### src/rtl/systolic_pkg.sv
// Shared types and helpers for the systolic array feed controller.
package systolic_pkg;

  typedef enum logic [1:0] {
    S_IDLE  = 2'd0,
    S_RUN   = 2'd1,
    S_DRAIN = 2'd2,
    S_DONE  = 2'd3
  } state_t;

  // Number of bits needed to represent value (value itself, not value-1).
  function automatic int unsigned clogb2(input int unsigned value);
    int unsigned w;
    w = 0;
    for (int unsigned i = 0; i < 32; i++) begin
      if ((value >> i) != 0) w = i + 1;
    end
    return w;
  endfunction

endpackage

### src/rtl/systolic_feed_ctrl_if.sv
// Tile sequencer / row FIFO side signals of the feed controller.
interface systolic_feed_ctrl_if #(
  parameter int unsigned ROWS = 4,
  parameter int unsigned KW   = 3
);
  logic            start;
  logic [KW-1:0]   k_len;
  logic [ROWS-1:0] fifo_empty;
  logic [ROWS-1:0] readp;
  logic [ROWS-1:0] valid_out;
  logic            stall;
  logic            busy;
  logic            done;

  modport master (
    output start, k_len, fifo_empty,
    input  readp, valid_out, stall, busy, done
  );

  modport slave (
    input  start, k_len, fifo_empty,
    output readp, valid_out, stall, busy, done
  );
endinterface

### src/rtl/skew_window.sv
// Diagonal skew window: row is due while row <= t < row + k_reg.
module skew_window #(
  parameter int unsigned TW = 4,
  parameter int unsigned KW = 3
) (
  input  logic [TW-1:0] t,
  input  logic [KW-1:0] k_reg,
  input  logic [TW-1:0] row,
  output logic          due
);
  logic [TW-1:0] row_end;

  always_comb begin
    row_end = row + TW'(k_reg);
    due     = (t >= row) && (t < row_end);
  end
endmodule

### src/rtl/systolic_feed_ctrl.sv
// Skewed read sequencer for the row FIFOs feeding the systolic array left edge.
module systolic_feed_ctrl
  import systolic_pkg::*;
#(
  parameter int unsigned ROWS  = 4,
  parameter int unsigned K_MAX = 7,
  parameter int unsigned KW    = clogb2(K_MAX),
  parameter int unsigned TW    = clogb2(K_MAX + ROWS - 1)
) (
  input  logic                 clk,
  input  logic                 rst_n,
  systolic_feed_ctrl_if.slave  bus
);

  state_t          state_q, state_d;
  logic [TW-1:0]   t_q;
  logic [KW-1:0]   k_q;
  logic [ROWS-1:0] due;
  logic [ROWS-1:0] readp_c;
  logic            stall_c;
  logic            last_step;
  logic [ROWS-1:0] valid_q;
  logic            busy_q;
  logic            done_q;

  for (genvar i = 0; i < ROWS; i++) begin : g_row
    skew_window #(.TW(TW), .KW(KW)) u_win (
      .t     (t_q),
      .k_reg (k_q),
      .row   (TW'(i)),
      .due   (due[i])
    );
  end

  assign last_step = (t_q == (TW'(k_q) + TW'(ROWS - 2)));

  always_ff @(posedge clk) begin
    if (!rst_n) state_q <= S_IDLE;
    else        state_q <= state_d;
  end

  always_comb begin
    state_d = state_q;
    case (state_q)
      S_IDLE:  if (bus.start) state_d = S_RUN;
      S_RUN:   if (!stall_c && last_step) state_d = S_DRAIN;
      S_DRAIN: state_d = S_DONE;
      S_DONE:  state_d = S_IDLE;
      default: state_d = S_IDLE;
    endcase
  end

  // Any empty due row freezes every row so the diagonal skew stays intact.
  always_comb begin
    readp_c = '0;
    stall_c = 1'b0;
    if (state_q == S_RUN) begin
      stall_c = |(due & bus.fifo_empty);
      readp_c = stall_c ? '0 : due;
    end
  end

  always_ff @(posedge clk) begin
    if (!rst_n) begin
      t_q     <= '0;
      k_q     <= '0;
      valid_q <= '0;
      busy_q  <= 1'b0;
      done_q  <= 1'b0;
    end else begin
      valid_q <= readp_c;
      busy_q  <= (state_d == S_RUN) || (state_d == S_DRAIN);
      done_q  <= (state_d == S_DONE);
      if (state_q == S_IDLE && bus.start) begin
        t_q <= '0;
        k_q <= (bus.k_len == '0) ? KW'(1) : bus.k_len;
      end else if (state_q == S_RUN && !stall_c) begin
        t_q <= t_q + TW'(1);
      end
    end
  end

  assign bus.readp     = readp_c;
  assign bus.stall     = stall_c;
  assign bus.valid_out = valid_q;
  assign bus.busy      = busy_q;
  assign bus.done      = done_q;

endmodule
### src/flat_wrapper.sv
// flat-port wrapper written by rule: the top's interface ports become plain ports
module systolic_feed_ctrl_flat import systolic_pkg::*;
#(
  parameter int unsigned ROWS  = 4,
  parameter int unsigned K_MAX = 7,
  parameter int unsigned KW    = clogb2(K_MAX),
  parameter int unsigned TW    = clogb2(K_MAX + ROWS - 1)
)
  (clk, rst_n, bus_start, bus_k_len, bus_fifo_empty, bus_readp, bus_valid_out, bus_stall, bus_busy, bus_done);
  systolic_feed_ctrl_if #(.ROWS(ROWS), .KW(KW)) bus_i ();
  input  logic clk;
  input  logic rst_n;
  input wire logic [$bits(bus_i.start)-1:0] bus_start;
  input wire logic [$bits(bus_i.k_len)-1:0] bus_k_len;
  input wire logic [$bits(bus_i.fifo_empty)-1:0] bus_fifo_empty;
  output wire logic [$bits(bus_i.readp)-1:0] bus_readp;
  output wire logic [$bits(bus_i.valid_out)-1:0] bus_valid_out;
  output wire logic [$bits(bus_i.stall)-1:0] bus_stall;
  output wire logic [$bits(bus_i.busy)-1:0] bus_busy;
  output wire logic [$bits(bus_i.done)-1:0] bus_done;
  assign bus_i.start = bus_start;
  assign bus_i.k_len = bus_k_len;
  assign bus_i.fifo_empty = bus_fifo_empty;
  assign bus_readp = bus_i.readp;
  assign bus_valid_out = bus_i.valid_out;
  assign bus_stall = bus_i.stall;
  assign bus_busy = bus_i.busy;
  assign bus_done = bus_i.done;
  systolic_feed_ctrl #(.ROWS(ROWS), .K_MAX(K_MAX), .KW(KW), .TW(TW)) u_core (.clk(clk), .rst_n(rst_n), .bus(bus_i));
endmodule
### config.mk
export PLATFORM = sky130hd
export DESIGN_NAME = systolic_feed_ctrl_flat
export DESIGN_NICKNAME = d
export VERILOG_FILES = /design/src/rtl/systolic_pkg.sv /design/src/rtl/systolic_feed_ctrl_if.sv /design/src/rtl/skew_window.sv /design/src/rtl/systolic_feed_ctrl.sv /design/src/flat_wrapper.sv
export SDC_FILE = /design/constraint.sdc
export NUM_CORES = 1
export LEC_CHECK = 0
export ABC_CLOCK_PERIOD_IN_PS = 4480
export BUFFER_PORTS_ARGS = -buffer_cell sky130_fd_sc_hd__buf_2
export CORE_ASPECT_RATIO = 2
export CORE_MARGIN = 2
export CORE_UTILIZATION = 29
export DETAILED_ROUTE_END_ITERATION = 12
export GPL_TIMING_DRIVEN = 0
export HOLD_SLACK_MARGIN = 0.08
export SETUP_SLACK_MARGIN = 0.02
export SYNTH_ARGS = -nofsm -noshare
export SYNTH_HDL_FRONTEND = slang
export SYNTH_SLANG_ARGS = --single-unit
### constraint.sdc
create_clock -name clk -period 4.48 [get_ports clk]
set_input_delay 0 -clock clk [delete_from_list [all_inputs] [get_ports clk]]
set_output_delay 0 -clock clk [all_outputs]
set_load 0.01 [all_outputs]
==> flow_summary_export.csv <==
group,metric,value,unit
global_routing,grt_max_degree,11,
detailed_routing,detail-route-antenna-nets,0,
worst_setup_path,crit_path_max_fanout,10,
synth,synth_top_family_by_area,"simple AND/OR/NAND/NOR gates",
global_routing,grt_overflow,0,
synth,ys_ff_latch,15,
synth,synthAdderAreaFrac,23.2,%
cells_and_area,drive_above_1_share,21.6,%
detailed_routing,drt_first_pass_iters,4,
cells_and_area,layout_commonest_cell,"ha_1",
pwr,p_clk_share,32.5,%
pwr,p_int,239,uW
synth,synth_edf_count,0,
clock_network,cts_buffers,3,
clock_network,cts_sinks,15,
detailed_routing,vias,950,
pwr,leakage,0.645,nW
worst_setup_path,reg2reg_slack,1.89,ns
pwr,powerDensity,246,nW/um^2
pwr,combinationalPowerShare,24.7,%
cells_and_area,layout_common_cells,"21 x ha_1, 20 x buf_2, 15 x dfxtp_1, 10 x nor2_1, 8 x a21oi_1",
clock_network,cts_buffer_depth,2,
synth,synth.mux.area_fraction,0.885,%
synth,async_flop_share,0,%
sta,tns,0,ns
placement,gp_congestion,0.732,
synth,ys_types,36,
detailed_routing,drt_iter0_markers,12,
synth,synthFlopType,"dfxtp_1",
synth,ys_warn_count,0,
worst_setup_path,worstPathArrival,2.75,ns
sta,rsz0062_at_grt,"no",
sta,slew_viol_final,0,
synth,ys_seq_area_share,26.5,%
cells_and_area,num_antenna_cells,0,
synth,synth_area_per_cell,9.43,sq um
worst_setup_path,worstPathRequired,4.48,ns
worst_setup_path,endpoint_kind,"output pin",
detailed_routing,routed_wl,2.39,mm
pwr,p_switching,100,uW
synth,synth_xor_xnor_area_share,2.32,%
clock_network,clock_latency,0.24,ns
floorplanning,dieArea,4450,sq um
clock_network,root_buffer,"clkbuf_8",
cells_and_area,fin_nets,180,
placement,hpwl,1.99,mm
synth,synth_nets,151,
synth,synth_compound_area_share,10.1,%
sta,finalClockSkew,0.00294,ns
sta,min_period,2.75,ns
sta,setup_viol,0,
global_routing,antenna_found_initial,0,
placement,dp_slack,1.88,ns
sta,postLayoutSetupSlackWorst,1.73,ns
worst_setup_path,path_class,"reg2out",
floorplanning,die_x,48.2,um
sta,max_freq,364,MHz
worst_setup_path,critPathLaunchType,"register",
floorplanning,start_util,29.7,%
floorplanning,coreArea,3800,sq um
clock_network,cts_tree,"yes",
detailed_routing,wl_per_cell,12.0,um
cells_and_area,areaGrowthSynthToFinish,22.1,%
sta,fin_crit_sh,61.3,%
global_routing,first_global_vias,950,
global_routing,grt_pass1_wl,4.03,mm
clock_network,htree_levels,1,
synth,syn-cell-area,1130,sq um
pwr,seq_power_share,42.8,%
status,outcome,"finished, final reports clean",
global_routing,grt_usage,12.0,%
sta,slew-limit-headroom,48.9,%
detailed_routing,drc,0,
sta,worstMarginPinSlew,0.764,ns
pwr,ir_worst_vdd,0.0780,mV
pwr,total_power,340,uW
pwr,swShare,29.5,%
clock_network,clkTransAtPathRegs,0.06,ns
floorplanning,fp-row-count,32,
floorplanning,ios,21,
placement,io_buffers,20,
synth,yosys.area_share.simple,34.3,%
clock_network,post_cts_buffers,0,
synth,syn-instance-count,120,
detailed_routing,via_per_inst,4.77,
min_path,hold_class,"in2reg",
sta,final_hold_viol_count,0,
floorplanning,die_h,92.3,um
flow_run,maxCapViolations,0,
sequential cells by signal, indices dropped and copies added (netlist names):
register              flops
u_core.bus.done           1
u_core.bus.valid_out      4
u_core.t_q                4
u_core.bus.busy           1
u_core.k_q                3
u_core.state_q            2
power by group through the flow:
stage	Combinational, mW	Clock, mW	Sequential (mW)
global route	0.0950	0.121	0.146
global placement	0.0794	0	0.148
detailed placement	0.0818	0	0.149
CTS	0.0849	0.116	0.146
finish	0.0839	0.110	0.145
floorplan	0.0586	0	0.148
logic make-up after synthesis:
kind of cell             after synthesis
AO/OA/AOI/OAI                         17
XOR/XNOR                               3
adder cells (fa/ha/maj)               21
buffers and inverters                  8
flip-flops                            15
multiplexers                           1
AND/OR/NAND/NOR                       55
stage by stage:
stage          hold WS (ns)  util, %  std cells  instance area (sq um)
2_1_floorplan         0.160        -        120                   1130
3_3_place_gp          0.267     34.0        191                   1290
3_5_place_dp          0.287     34.0        191                   1290
4_1_cts              0.0949     36.3        199                   1380
5_1_grt               0.131     36.3        199                   1380
6_report             0.0936     36.3        199                   1380
path summary, 6_finish.rpt:
path                     start              end  cells past startpoint
min reg2reg  u_core.state_q[1]  u_core.bus.busy                      1
max reg2reg      u_core.k_q[0]    u_core.t_q[0]                      9
min               bus_k_len[0]    u_core.k_q[0]                      4
max              u_core.k_q[0]     bus_readp[0]                      9
synth_stat cells, types with 2 or more instances:
cell      count  share of area, %
nand2b_1      4               2.2
o21ai_1       2              0.88
a21oi_1       8               3.5
dfxtp_1      15                27
and2_1        6               3.3
o211a_1       2               1.8
ha_1         21                23
and4_1        4               3.1
inv_1         7               2.3
nor3_1        3               1.3
nor2_1       10               3.3
nor2b_1       7               3.9
nand2_1       5               1.7
xnor2_1       2               1.5
nor3b_1       3               2.0
metal layers:
layer / global-route usage, % / vias up / wire (um)
li1: - / 484 / -
met1: 12.8 / 434 / 870
met2: 21.5 / 26 / 1370
met3: 1.36 / 6 / 80
met4: 5.18 / 0 / 65
met5: 0 / - / 0
what timing repair did:
item / in CTS / in global routing
hold endpoints to repair: 4 / 0
hold buffers: 4 / 0
endpoints found under the setup margin: 0 / 0
gates resized for setup: 0 / 0
layout make-up:
class	count	area [sq um]
Fill cell	398	2420
Multi-Input combinational cell	97	801
Sequential cell	15	300
Timing Repair Buffer	24	140
Tap cell	51	63.8
Clock buffer	3	41.3
Inverter	7	26.3
Clock inverter	1	5.00
Buffer	1	3.75
worst max-delay path, stage by stage (launching register included):
cell and delay (ns):
dfxtp_1 0.44, inv_1 0.10, ha_1 0.33, ha_1 0.27
nor2b_1 0.12, o211a_1 0.24, nor4bb_2 0.51, nor4_4 0.16
and2_1 0.20, buf_2 0.13
(Power assumes the default switching activity.)
